`src/rtl/liteeth_sram_fifo_ctrl.sv`:
```
// FIFO controller around a 1rw1r SRAM macro: writes go through rw0, the r0 port prefetches
// into a 2-entry output buffer so the pop side is first-word-fall-through at full rate.
module liteeth_sram_fifo_ctrl #(
  parameter int unsigned WIDTH = 12,
  parameter int unsigned DEPTH = 128,
  parameter int unsigned AW    = 7
) (
  input  logic             sys_clk,
  input  logic             sys_rst,
  input  logic             flush,

  input  logic             in_valid,
  output logic             in_ready,
  input  logic [WIDTH-1:0] in_data,

  output logic             out_valid,
  input  logic             out_ready,
  output logic [WIDTH-1:0] out_data,

  output logic [AW+1:0]    level,

  output logic             rw0_ce_in,
  output logic             rw0_we_in,
  output logic [AW-1:0]    rw0_addr_in,
  output logic [WIDTH-1:0] rw0_wd_in,

  output logic             r0_ce_in,
  output logic [AW-1:0]    r0_addr_in,
  input  logic [WIDTH-1:0] r0_rd_out
);

  localparam logic [AW:0] FullCnt = (AW+1)'(DEPTH);

  logic [AW:0]      wptr_q, wptr_d;
  logic [AW:0]      rptr_q, rptr_d;
  logic [AW:0]      sram_cnt;
  logic             inflight_q, inflight_d;
  logic [1:0]       buf_cnt_q, buf_cnt_d;
  logic [WIDTH-1:0] buf_q [2];
  logic [WIDTH-1:0] buf_d [2];

  logic       clr;
  logic       push;
  logic       pop;
  logic [1:0] occ;

  assign clr      = sys_rst | flush;
  assign sram_cnt = wptr_q - rptr_q;

  assign in_ready = !clr && (sram_cnt != FullCnt);
  assign push     = in_valid && in_ready;

  assign out_valid = buf_cnt_q != 2'd0;
  assign out_data  = buf_q[0];
  assign pop       = out_valid && out_ready && !clr;

  assign rw0_ce_in   = push;
  assign rw0_we_in   = push;
  assign rw0_addr_in = wptr_q[AW-1:0];
  assign rw0_wd_in   = in_data;

  // Buffer slots committed once this cycle's pop and any in-flight capture settle (never > 2).
  assign occ = buf_cnt_q + {1'b0, inflight_q} - {1'b0, pop};

  assign r0_ce_in   = !clr && (sram_cnt != '0) && !occ[1];
  assign r0_addr_in = rptr_q[AW-1:0];

  assign level = {1'b0, sram_cnt} + {{(AW+1){1'b0}}, inflight_q} + {{AW{1'b0}}, buf_cnt_q};

  always_comb begin
    wptr_d     = wptr_q + {{AW{1'b0}}, push};
    rptr_d     = rptr_q + {{AW{1'b0}}, r0_ce_in};
    inflight_d = r0_ce_in;
    buf_cnt_d  = occ;
    buf_d[0]   = buf_q[0];
    buf_d[1]   = buf_q[1];
    if (pop) begin
      buf_d[0] = buf_q[1];
    end
    // With a capture pending, the landing slot is occ-1, i.e. occ[1] for occ in {1,2}.
    if (inflight_q) begin
      buf_d[occ[1]] = r0_rd_out;
    end
    if (clr) begin
      wptr_d     = '0;
      rptr_d     = '0;
      inflight_d = 1'b0;
      buf_cnt_d  = 2'd0;
    end
  end

  always_ff @(posedge sys_clk) begin
    if (sys_rst) begin
      wptr_q     <= '0;
      rptr_q     <= '0;
      inflight_q <= 1'b0;
      buf_cnt_q  <= 2'd0;
    end else begin
      wptr_q     <= wptr_d;
      rptr_q     <= rptr_d;
      inflight_q <= inflight_d;
      buf_cnt_q  <= buf_cnt_d;
    end
  end

  always_ff @(posedge sys_clk) begin
    buf_q[0] <= buf_d[0];
    buf_q[1] <= buf_d[1];
  end

endmodule

```
`config.mk`:
```
export PLATFORM = sky130hd
export DESIGN_NAME = liteeth_sram_fifo_ctrl
export DESIGN_NICKNAME = d
export VERILOG_FILES = /design/src/rtl/liteeth_sram_fifo_ctrl.sv
export SDC_FILE = /design/constraint.sdc
export NUM_CORES = 1
export LEC_CHECK = 0
export ABC_AREA = 1
export CORE_AREA = 4 4 84 86
export DETAILED_ROUTE_END_ITERATION = 7
export DIE_AREA = 0 0 88 90
export GPL_TIMING_DRIVEN = 0
export PLACE_DENSITY = 0.75
export SLEW_MARGIN = 10
export SYNTH_ARGS = -nofsm -noshare
export SYNTH_HDL_FRONTEND = slang
export SYNTH_SLANG_ARGS = --single-unit
```
`constraint.sdc`:
```
create_clock -name sys_clk -period 2.96 [get_ports sys_clk]
set_clock_uncertainty 0.15 [all_clocks]
set_input_delay 0.592 -clock sys_clk [delete_from_list [all_inputs] [get_ports sys_clk]]
set_output_delay 0.592 -clock sys_clk [all_outputs]
set_load 0.02 [all_outputs]
```
# Yosys cells after proc, flatten, opt, wreduce, memory -nomap -nowiden
# Memories as Yosys holds them, arrays and structs flattened.
# Index checks and enable logic that the tools add are counted.
[word_totals]
out_inout_bits = 52
memories = 1
elab_cells = 34
ff_bits = 19
mem_bits_rw = 24
input_bits = 29
[memory_table]
columns = ["name", "depth", "width", "read_ports", "rd_ports_with_merged_regs", "write_ports", "line", "text"]
rows = [
  ["buf_q", 2, 12, 2, 0, 2, "39", "logic [WIDTH-1:0] buf_q [2];"],
]
[classes]
bitwise = 2
addsub = 7
n_mux = 5
order_cmp = 2
eq_ne = 1
n_reduce_logical = 12
[ops]
columns = ["cell", "count"]
rows = [
  ["24-bit bitwise mux", 1],
  ["12-bit two-way mux", 2],
  ["24-bit two-way mux", 1],
  ["8-bit by 1-bit adder with 8-bit output", 2],
  ["12-bit demux with 1-bit select", 1],
  ["8-bit by 1-bit adder with 9-bit output", 1],
  ["9-bit by 2-bit adder with 9-bit output", 1],
  ["8-bit inequality test, second input constant", 1],
  ["8-bit nonzero test", 1],
  ["8-bit subtractor", 1],
  ["1-bit logical AND", 7],
  ["2-bit by 1-bit adder with 2-bit output", 1],
  ["2-bit greater-or-equal comparator, second input constant", 1],
  ["1-bit logical NOT", 2],
  ["2-bit by 1-bit less-than comparator with 1-bit output, second input constant", 1],
  ["1-bit NOT with 2-bit output", 1],
  ["2-bit nonzero test", 1],
  ["2-bit OR reduction", 1],
  ["2-bit by 1-bit subtractor with 2-bit output", 1],
  ["1-bit bitwise OR", 1],
]

# Depth between registers and ports, before layout
# Gate-level depths: netlist of run 1.
[depth]
ltp_word = 11
depth_mapped = 20
depth_no_buf = 20

# Worst setup path after synthesis of run 1
# OpenSTA, ideal clock, no wires.
[synth_path]
path_kind = "input-to-reg"
start = "input flush"
end = "register rptr_q[4]"
path_stages = 17
arrival_ps = 3179
path_slack_ps = -497
required_ps = 2682
cell_sequence = "nor2_1 > nand3_1 > inv_1 > buf_4 > ha_1 > inv_1 > ha_1 > xnor2_2 > xor2_2 > nand2_1 > a21oi_1 > ha_1 > ha_1 > nand2_1 > nor2_1 > xor2_1 > nor2_1"
[synth_between]
elab_chain_len = 7
word_cells_on_any_way = 9
cone_classes = "add/sub: 2; bitwise: 1; reduce/logical: 6"
[synth_rtl]
columns = ["element", "line", "text"]
rows = [
  ["start: declaration", "10", "input logic flush,"],
  ["1-bit bitwise OR (*)", "47", "assign clr = sys_rst | flush;"],
  ["1-bit logical NOT (*)", "55, 65", ""],
  ["1-bit logical AND", "55", "assign pop = out_valid && out_ready && !clr;"],
  ["2-bit by 1-bit subtractor with 2-bit output", "63", "assign occ = buf_cnt_q + {1'b0, inflight_q} - {1'b0, pop};"],
  ["1-bit logical NOT", "65", "assign r0_ce_in = !clr && (sram_cnt != '0) && !occ[1];"],
  ["1-bit logical AND (*)", "65", ""],
  ["net r0_ce_in", "27", "output logic r0_ce_in,"],
  ["8-bit by 1-bit adder with 8-bit output (*)", "72", "rptr_d = rptr_q + {{AW{1'b0}}, r0_ce_in};"],
  ["end signal: assignment", "100", "rptr_q <= rptr_d;"],
  ["end: declaration", "35", "logic [AW:0] rptr_q, rptr_d;"],
]
# The timed path passes the listed nets; every way through them passes the cells marked *.
# A chain may end at the register's enable or synchronous reset.

# Worst setup path in the final report of run 1
[layout_path]
start = "register wptr_q[0]"
end = "output level[6]"
[layout_between]
elab_chain_len = 3
[layout_rtl]
columns = ["element", "line", "text"]
rows = [
  ["start: declaration", "34", "logic [AW:0] wptr_q, wptr_d;"],
  ["start signal: assignment", "99", "wptr_q <= wptr_d;"],
  ["8-bit subtractor", "48", "assign sram_cnt = wptr_q - rptr_q;"],
  ["8-bit by 1-bit adder with 9-bit output", "68", "assign level = {1'b0, sram_cnt} + {{(AW+1){1'b0}}, inflight_q} + {{AW{1'b0}}, buf_cnt_q};"],
  ["9-bit by 2-bit adder with 9-bit output", "68", ""],
  ["end: declaration", "20", "output logic [AW+1:0] level,"],
]
# Every way passes these cells.

==> results of run 1 <==
worst register-to-register path, stage by stage (launching register included):
cell and delay, ns:
dfxtp_2 0.35, inv_4 0.08, ha_4 0.13, inv_2 0.03, fa_2 0.39, nand2_2 0.10, nand2_1 0.05, nand2_1 0.06
nand2_2 0.05, nand3_1 0.12, nor2_1 0.07, nand2_2 0.06, nand2_2 0.07, nor2_4 0.12, buf_4 0.13, ha_4 0.15
ha_1 0.16, nand2_1 0.08, nor2_2 0.13, inv_2 0.07, nor4_4 0.12, nor3_1 0.06
cells in the mapped netlist:
cell | number | area, µm²
nor3_1 | 3 | 15.0
fa_1 | 3 | 60.1
xnor2_1 | 1 | 8.76
nor2_2 | 1 | 6.26
nor4_1 | 2 | 12.5
ha_1 | 15 | 188
nor3_2 | 1 | 10.0
nand4_1 | 4 | 25.0
nand3_1 | 14 | 70.1
nand3b_1 | 1 | 7.51
nand2_2 | 2 | 12.5
nor3b_1 | 1 | 7.51
xor2_1 | 8 | 70.1
a31oi_1 | 15 | 93.8
o21ai_0 | 4 | 20.0
buf_4 | 40 | 300
xor2_2 | 1 | 16.3
buf_6 | 2 | 22.5
buf_2 | 1 | 5.00
nor2_1 | 44 | 165
edfxtp_1 | 12 | 360
a21oi_1 | 9 | 45.0
inv_1 | 49 | 184
nand2_1 | 70 | 263
clkbuf_1 | 2 | 7.51
or2_4 | 1 | 8.76
dfxtp_1 | 31 | 621
xnor2_2 | 1 | 16.3
repair_timing:
| action | CTS | global route |
|---|---|---|
| gates resized for setup | 106 | 67 |
| endpoints found under the setup margin | 38 | 33 |
| setup buffers | 28 | 13 |
| pin swaps | 16 | 25 |
| gates cloned | 0 | 0 |
layout make-up:
| type | instances | area, µm² |
|---|---|---|
| Fill cell | 480 | 2060 |
| Multi-Input combinational cell | 201 | 1530 |
| Clock inverter | 3 | 23.8 |
| Sequential cell | 43 | 1010 |
| Inverter | 49 | 191 |
| Tap cell | 77 | 96.3 |
| Clock buffer | 5 | 68.8 |
| Timing Repair Buffer | 108 | 961 |
| Buffer | 43 | 328 |
final timing paths:
kind,start,to,depth (start not counted)
worst max register to register,wptr_q[0]$_SDFF_PP0_,wptr_q[6]$_SDFF_PP0_,21
worst max-delay path,wptr_q[0]$_SDFF_PP0_,level[6],12
worst min register to register,buf_q[0][5]$_DFF_P_,buf_q[0][5]$_DFF_P_,2
worst min-delay path,buf_q[0][5]$_DFF_P_,buf_q[0][5]$_DFF_P_,2
metal layers:
metal / global-route usage [%] / wire length [µm] / vias to the layer above
li1: - / - / 1252
met1: 20.1 / 2810 / 1160
met2: 31.5 / 3700 / 95
met3: 3.38 / 430 / 20
met4: 5.50 / 159 / 0
met5: 0 / 0 / -
power groups by stage:
stage          Clock, mW  Sequential, mW  Combinational (mW)
2_1_floorplan          0           0.741               0.382
3_3_place_gp           0           0.748               0.608
3_5_place_dp           0           0.753               0.617
4_1_cts            0.403           0.738               0.626
5_1_grt            0.431           0.748               0.683
6_report           0.391           0.734               0.634
per-stage QoR:
stage | cells | total power, mW
floorplan | 338 | 1.12
global placement | 483 | 1.36
detailed placement | 483 | 1.37
CTS | 518 | 1.77
global route | 529 | 1.86
finish | 529 | 1.76
cell families after synthesis:
group,after synthesis,synth area share (%)
AO/OA/AOI/OAI,28,6.06
XOR/XNOR,11,4.25
adder cells (fa/ha/maj),18,9.45
AND/OR/NAND/NOR,144,23.0
buffers and inverters,94,19.8
flip-flops,43,37.4
==> impl_metrics.prom, run 1 <==
# TYPE chip_impl_metric gauge
chip_impl_metric{name="finalWorstSetupSlack",unit="ns"} -0.294
chip_impl_metric{name="port-buffer-count",unit=""} 68
chip_impl_metric{name="detailedPlacementHpwl",unit="mm"} 4.51
chip_impl_metric{name="post-route-period-util",unit="%"} 110
chip_impl_metric{name="tritoncts.num_buffers",unit=""} 5
chip_impl_metric{name="slew_headroom",unit="%"} 63.3
chip_impl_info{name="failed_checks",value="setup timing"} 1
chip_impl_info{name="clk_root_buffer_cell",value="clkbuf_8"} 1
chip_impl_metric{name="timing.final.crit_period",unit="ns"} 3.25
chip_impl_metric{name="clock_path_buffers",unit=""} 2
chip_impl_metric{name="path_clk_slew",unit="ns"} 0.09
chip_impl_metric{name="critPathRequiredTime",unit="ns"} 2.22
chip_impl_info{name="start_kind",value="flip-flop"} 1
chip_impl_metric{name="initial_utilization",unit="%"} 41.8
chip_impl_metric{name="postSynthAreaPerCell",unit="µm²"} 7.76
chip_impl_info{name="min-delay-path-class",value="flip-flop to flip-flop"} 1
chip_impl_metric{name="fin_hold_ws",unit="ns"} 0.338
chip_impl_metric{name="power_frac_seq",unit="%"} 41.7
chip_impl_info{name="timing.critical_path.slowest_stage_cell",value="fa_2"} 1
chip_impl_metric{name="via_count",unit=""} 2527
chip_impl_metric{name="fp.dieW",unit="µm"} 88
chip_impl_info{name="path_delay_family",value="adder cells"} 1
chip_impl_metric{name="timing_max_transition_violations_final",unit=""} 0
chip_impl_metric{name="critical_path_peak_fanout",unit=""} 3
chip_impl_metric{name="antenna_found_initial",unit=""} 0
chip_impl_metric{name="clock_latency",unit="ns"} 0.30
chip_impl_info{name="outcome",value="finished, violations left"} 1
chip_impl_info{name="layout_commonest_cell",value="buf_4"} 1
chip_impl_metric{name="total_switching_power",unit="mW"} 0.539
chip_impl_metric{name="synth-warning-count",unit=""} 0
chip_impl_metric{name="place_area",unit="µm²"} 3500
chip_impl_metric{name="cellLeakagePower",unit="nW"} 1.83
chip_impl_metric{name="core.rowCount",unit=""} 29
chip_impl_metric{name="setup_total_negative_slack",unit="ns"} -1.61
chip_impl_metric{name="wirelength",unit="mm"} 7.10
chip_impl_metric{name="layout-drive-gt1-share",unit="%"} 42.5
chip_impl_metric{name="ctsHoldBuffers",unit=""} 0
chip_impl_metric{name="first_global_vias",unit=""} 2456
chip_impl_metric{name="setup_violations",unit=""} 7
chip_impl_metric{name="finish.instance_area",unit="µm²"} 4210
chip_impl_info{name="crit_type",value="flip-flop to primary output"} 1
chip_impl_metric{name="mappedNetlistNets",unit=""} 385
chip_impl_metric{name="die-area",unit="µm²"} 7920
chip_impl_metric{name="diode_count",unit=""} 0
chip_impl_metric{name="critPathMaxStageDelay",unit="ns"} 0.57
chip_impl_metric{name="htreeDepth",unit=""} 2
chip_impl_info{name="layout_common_cells",value="buf_4, nand2_1, clkdlybuf4s50_1"} 1
chip_impl_metric{name="clock_sink_count",unit=""} 43
chip_impl_metric{name="setup_slack_on_the_worst_flop_to_flop_path",unit="ns"} 0.10
chip_impl_metric{name="core_region_area",unit="µm²"} 6280
chip_impl_metric{name="max-cap-violations",unit=""} 0
chip_impl_metric{name="postSynthRegisterBits",unit=""} 43
chip_impl_metric{name="clock_power_share",unit="%"} 22.2
chip_impl_metric{name="timing_worst_slew_pin_value",unit="ns"} 0.550
chip_impl_metric{name="grt_max_degree",unit=""} 16
chip_impl_metric{name="power.ir.vdd_worst",unit="mV"} 0.379
chip_impl_metric{name="syn-instance-count",unit=""} 338
chip_impl_metric{name="syn-cell-area",unit="µm²"} 2620
chip_impl_metric{name="grt_pass1_wl",unit="mm"} 11.1
chip_impl_metric{name="final_util",unit="%"} 67.1
chip_impl_metric{name="drt_first_iter_violations",unit=""} 85
chip_impl_info{name="tritoncts",value="yes"} 1
chip_impl_metric{name="vias_per_cell",unit=""} 4.78
chip_impl_metric{name="total_gr_overflow",unit=""} 0
chip_impl_metric{name="global_router_s_overall_resource_usage",unit="%"} 17.4
chip_impl_metric{name="power_per_cell_area",unit="nW/µm²"} 418
chip_impl_metric{name="drt.antenna.violating_nets",unit=""} 0
chip_impl_metric{name="internal_power",unit="mW"} 1.22
chip_impl_info{name="path_cells",value="inv_4 > ha_4 > inv_2 > fa_2 > inv_2 > fa_2 > nor2_1 > nand2_1 > nor2_1 > nand2_2 > xor2_2 > buf_6"} 1
chip_impl_metric{name="clock.fmax",unit="GHz"} 0.307
chip_impl_metric{name="detail_route.wl_per_cell",unit="µm"} 13.4
chip_impl_metric{name="comb_power_share",unit="%"} 36.1
chip_impl_metric{name="total_nets_final",unit=""} 498
chip_impl_metric{name="buf_inv_on_cp",unit=""} 4
chip_impl_metric{name="pre_cts_ws",unit="ns"} -1.03
chip_impl_metric{name="hold_violations",unit=""} 0
chip_impl_info{name="timing.critical_path.to_type",value="primary output"} 1
chip_impl_metric{name="cp_data_arrival_time",unit="ns"} 2.51
chip_impl_metric{name="final_weighted_congestion_in_routability_driven_placement",unit=""} 0.894
chip_impl_metric{name="flow.area_growth_from_synthesis",unit="%"} 60.7
chip_impl_metric{name="dr.pass1.iters",unit=""} 4
chip_impl_metric{name="sw_frac_of_total",unit="%"} 30.6
chip_impl_metric{name="synth_seq_area_share",unit="%"} 37.4
chip_impl_metric{name="yosysUniqueCellTypes",unit=""} 28
chip_impl_info{name="rsz0062_at_grt",value="yes"} 1
chip_impl_metric{name="top_level_ports",unit=""} 81
chip_impl_metric{name="die_height",unit="µm"} 90
chip_impl_metric{name="drcViolationCount",unit=""} 0
Power figures use the tool's default switching activity.
==> run 2: changes to the inputs <==
RECOVER_POWER = 100   (was unset)
==> run 2 against run 1 <==
Net effect:
- power down 2.6%
- via count down 0.40%
- largest cell class unchanged
- maximum frequency about the same
- highest routed layer unchanged
- sequential power about the same
- the flow still finishes with violations (setup timing)
- critical endpoint unchanged
==> impl_metrics.prom, run 2 (synthesis gave the netlist of run 1 again) <==
# TYPE chip_impl_metric gauge
chip_impl_metric{name="comb_power_share",unit="%"} 34.4
chip_impl_metric{name="clock_path_buffers",unit=""} 2
chip_impl_info{name="layout_common_cells",value="buf_4, nand2_1, dlygate4sd3_1"} 1
chip_impl_metric{name="vias_per_cell",unit=""} 4.76
chip_impl_info{name="tritoncts",value="yes"} 1
chip_impl_metric{name="cp_data_arrival_time",unit="ns"} 2.51
chip_impl_metric{name="ctsHoldBuffers",unit=""} 0
chip_impl_metric{name="internal_power",unit="mW"} 1.18
chip_impl_info{name="clk_root_buffer_cell",value="clkbuf_8"} 1
chip_impl_metric{name="post-route-period-util",unit="%"} 110
chip_impl_info{name="crit-reg2reg-launch",value="wptr_q[5]$_SDFF_PP0_"} 1
chip_impl_info{name="start_kind",value="flip-flop"} 1
chip_impl_metric{name="final_util",unit="%"} 66.7
chip_impl_metric{name="port-buffer-count",unit=""} 68
chip_impl_metric{name="critical_path_peak_fanout",unit=""} 3
chip_impl_metric{name="fin_hold_ws",unit="ns"} 0.338
chip_impl_metric{name="core.rowCount",unit=""} 29
chip_impl_metric{name="drt.antenna.violating_nets",unit=""} 0
chip_impl_metric{name="flow.area_growth_from_synthesis",unit="%"} 59.7
chip_impl_metric{name="total_switching_power",unit="mW"} 0.533
chip_impl_metric{name="dr.pass1.iters",unit=""} 4
chip_impl_metric{name="power_per_cell_area",unit="nW/µm²"} 409
chip_impl_metric{name="place_area",unit="µm²"} 3500
chip_impl_metric{name="tritoncts.num_buffers",unit=""} 5
chip_impl_info{name="path_delay_family",value="adder cells"} 1
chip_impl_metric{name="clock_latency",unit="ns"} 0.30
chip_impl_metric{name="cellLeakagePower",unit="nW"} 1.87
chip_impl_metric{name="detail_route.wl_per_cell",unit="µm"} 13.3
chip_impl_info{name="path_cells",value="inv_4 > ha_4 > inv_2 > fa_2 > inv_2 > fa_2 > nor2_1 > nand2_1 > nor2_1 > nand2_2 > xor2_2 > buf_6"} 1
chip_impl_metric{name="clock_power_share",unit="%"} 22.8
chip_impl_metric{name="power_frac_seq",unit="%"} 42.8
chip_impl_metric{name="buf_inv_on_cp",unit=""} 4
chip_impl_metric{name="multi_input_area",unit="µm²"} 1510
chip_impl_metric{name="top_level_ports",unit=""} 81
chip_impl_info{name="worst_hold_startpoint",value="buf_q[0][5]$_DFF_P_"} 1
chip_impl_info{name="rsz0062_at_grt",value="yes"} 1
chip_impl_metric{name="finish.instance_area",unit="µm²"} 4190
chip_impl_metric{name="path_clk_slew",unit="ns"} 0.09
chip_impl_metric{name="regArea",unit="µm²"} 1010
chip_impl_info{name="min-delay-path-class",value="flip-flop to flip-flop"} 1
chip_impl_metric{name="die_height",unit="µm"} 90
chip_impl_info{name="outcome",value="finished, violations left"} 1
chip_impl_metric{name="critPathMaxStageDelay",unit="ns"} 0.57
chip_impl_info{name="whs_endpoint",value="buf_q[0][5]$_DFF_P_"} 1
chip_impl_metric{name="detailedPlacementHpwl",unit="mm"} 4.51
chip_impl_metric{name="drcViolationCount",unit=""} 0
chip_impl_metric{name="initial_utilization",unit="%"} 41.8
chip_impl_metric{name="total_gr_overflow",unit=""} 0
chip_impl_metric{name="timing.final.crit_period",unit="ns"} 3.26
chip_impl_metric{name="timing_worst_slew_pin_value",unit="ns"} 0.589
chip_impl_info{name="failed_checks",value="setup timing"} 1
chip_impl_metric{name="total_nets_final",unit=""} 498
chip_impl_metric{name="finalWorstSetupSlack",unit="ns"} -0.295
chip_impl_metric{name="fp.dieW",unit="µm"} 88
chip_impl_metric{name="clock.fmax",unit="GHz"} 0.307
chip_impl_metric{name="die-area",unit="µm²"} 7920
chip_impl_metric{name="rr_worst_depth",unit=""} 17
chip_impl_metric{name="global_router_s_overall_resource_usage",unit="%"} 17.4
chip_impl_metric{name="min_delay_path_depth",unit=""} 2
chip_impl_metric{name="first_global_vias",unit=""} 2456
chip_impl_metric{name="critPathRequiredTime",unit="ns"} 2.22
chip_impl_metric{name="antenna_found_initial",unit=""} 0
chip_impl_metric{name="drt_first_iter_violations",unit=""} 76
chip_impl_metric{name="grt_pass1_wl",unit="mm"} 11.1
chip_impl_metric{name="place.detailed.instances",unit=""} 483
chip_impl_metric{name="setup_violations",unit=""} 16
chip_impl_metric{name="sw_frac_of_total",unit="%"} 31.1
chip_impl_info{name="crit_type",value="flip-flop to primary output"} 1
chip_impl_metric{name="final_cells",unit=""} 529
chip_impl_metric{name="hold_violations",unit=""} 0
chip_impl_metric{name="timing_max_transition_violations_final",unit=""} 0
chip_impl_info{name="timing.critical_path.slowest_stage_cell",value="fa_2"} 1
chip_impl_metric{name="layout-drive-gt1-share",unit="%"} 41.2
chip_impl_metric{name="setup_slack_on_the_worst_flop_to_flop_path",unit="ns"} -0.15
chip_impl_metric{name="clock_sink_count",unit=""} 43
chip_impl_metric{name="grt_max_degree",unit=""} 16
chip_impl_metric{name="wirelength",unit="mm"} 7.05
chip_impl_metric{name="fillCellCount",unit=""} 488
chip_impl_metric{name="power.ir.vdd_worst",unit="mV"} 0.356
chip_impl_metric{name="diode_count",unit=""} 0
chip_impl_info{name="timing.critical_path.to_type",value="primary output"} 1
chip_impl_metric{name="htreeDepth",unit=""} 2
chip_impl_metric{name="slew_headroom",unit="%"} 60.7
chip_impl_metric{name="core_region_area",unit="µm²"} 6280
chip_impl_info{name="worstReg2RegEnd",value="rptr_q[6]$_SDFF_PP0_"} 1
chip_impl_metric{name="via_count",unit=""} 2517
chip_impl_metric{name="final_weighted_congestion_in_routability_driven_placement",unit=""} 0.894
chip_impl_metric{name="max-cap-violations",unit=""} 0
chip_impl_info{name="layout_commonest_cell",value="buf_4"} 1
## run 2: cell types whose count changed in the layout (fill, tap and decap cells not counted), sizes merged
cell	previous run	this run
clkdlybuf4s50	52	3
dlygate4sd3	0	49
buf	94	92
clkbuf	8	10
## run 2: power by group through the flow
| stage | Sequential, mW | Clock [mW] | Combinational (mW) |
|---|---|---|---|
| 5_1_grt | 0.748 | 0.431 | 0.639 |
| 3_5_place_dp | 0.753 | 0 | 0.617 |
| 2_1_floorplan | 0.741 | 0 | 0.382 |
| 3_3_place_gp | 0.748 | 0 | 0.608 |
| 6_report | 0.734 | 0.391 | 0.589 |
| 4_1_cts | 0.738 | 0.403 | 0.626 |
## run 2: metrics by stage
stage / setup WS [ns] / total power, mW / setup TNS (ns)
2_1_floorplan: -0.0380 / 1.12 / -0.0579
5_1_grt: -0.423 / 1.82 / -5.42
6_report: -0.295 / 1.71 / -2.45
3_5_place_dp: -1.03 / 1.37 / -19.06
4_1_cts: -0.318 / 1.77 / -1.60
3_3_place_gp: -1.03 / 1.36 / -17.30
## run 2: metal layers
metal	GRT usage (%)	share of wire, %	vias up
li1	-	-	1251
met1	20.1	39	1146
met2	31.5	52	102
met3	3.38	6.7	18
met4	5.50	2.1	0
met5	0	0	-
## run 2: cell type report
| type | instances | area share (%) |
|---|---|---|
| clock inverters | 3 | 0.568 |
| plain buffers | 43 | 7.80 |
| multi-input cells | 201 | 36.0 |
| inverters | 49 | 4.57 |
| repair buffers | 108 | 23.0 |
| well taps | 77 | 2.30 |
| flip-flops and latches | 43 | 24.1 |
| clock buffers | 5 | 1.64 |
## run 2: worst max path at each step
stage / cells after the start / start / slack, ns / end
after floorplan: 17 / flush / -0.04 / rptr_q[4]$_SDFF_PP0_
after global placement: 13 / flush / -1.03 / r0_ce_in
after detailed placement: 13 / flush / -1.03 / r0_ce_in
after CTS: 12 / wptr_q[0]$_SDFF_PP0_ / -0.32 / level[6]
after global routing: 12 / wptr_q[0]$_SDFF_PP0_ / -0.42 / level[6]
final: 12 / wptr_q[0]$_SDFF_PP0_ / -0.30 / level[6]
## run 2: worst register-to-register path, stage by stage (launching register included)
cell,delay [ns]
dfxtp_1,0.52
ha_4,0.28
nand2_1,0.10
inv_1,0.07
a21oi_1,0.22
nand2_1,0.08
nand2_1,0.08
nand2_2,0.09
buf_4,0.14
inv_1,0.07
nor2_2,0.05
a21oi_1,0.30
buf_6,0.16
ha_4,0.15
ha_4,0.15
nand2_4,0.06
nor4_1,0.24
nor3_1,0.09
## run 2: repair_timing
action | 4_1_cts | 5_1_grt
endpoints found under the setup margin | 38 | 33
buffers inserted | 28 | 13
pin swaps | 16 | 25
resized for setup | 106 | 67
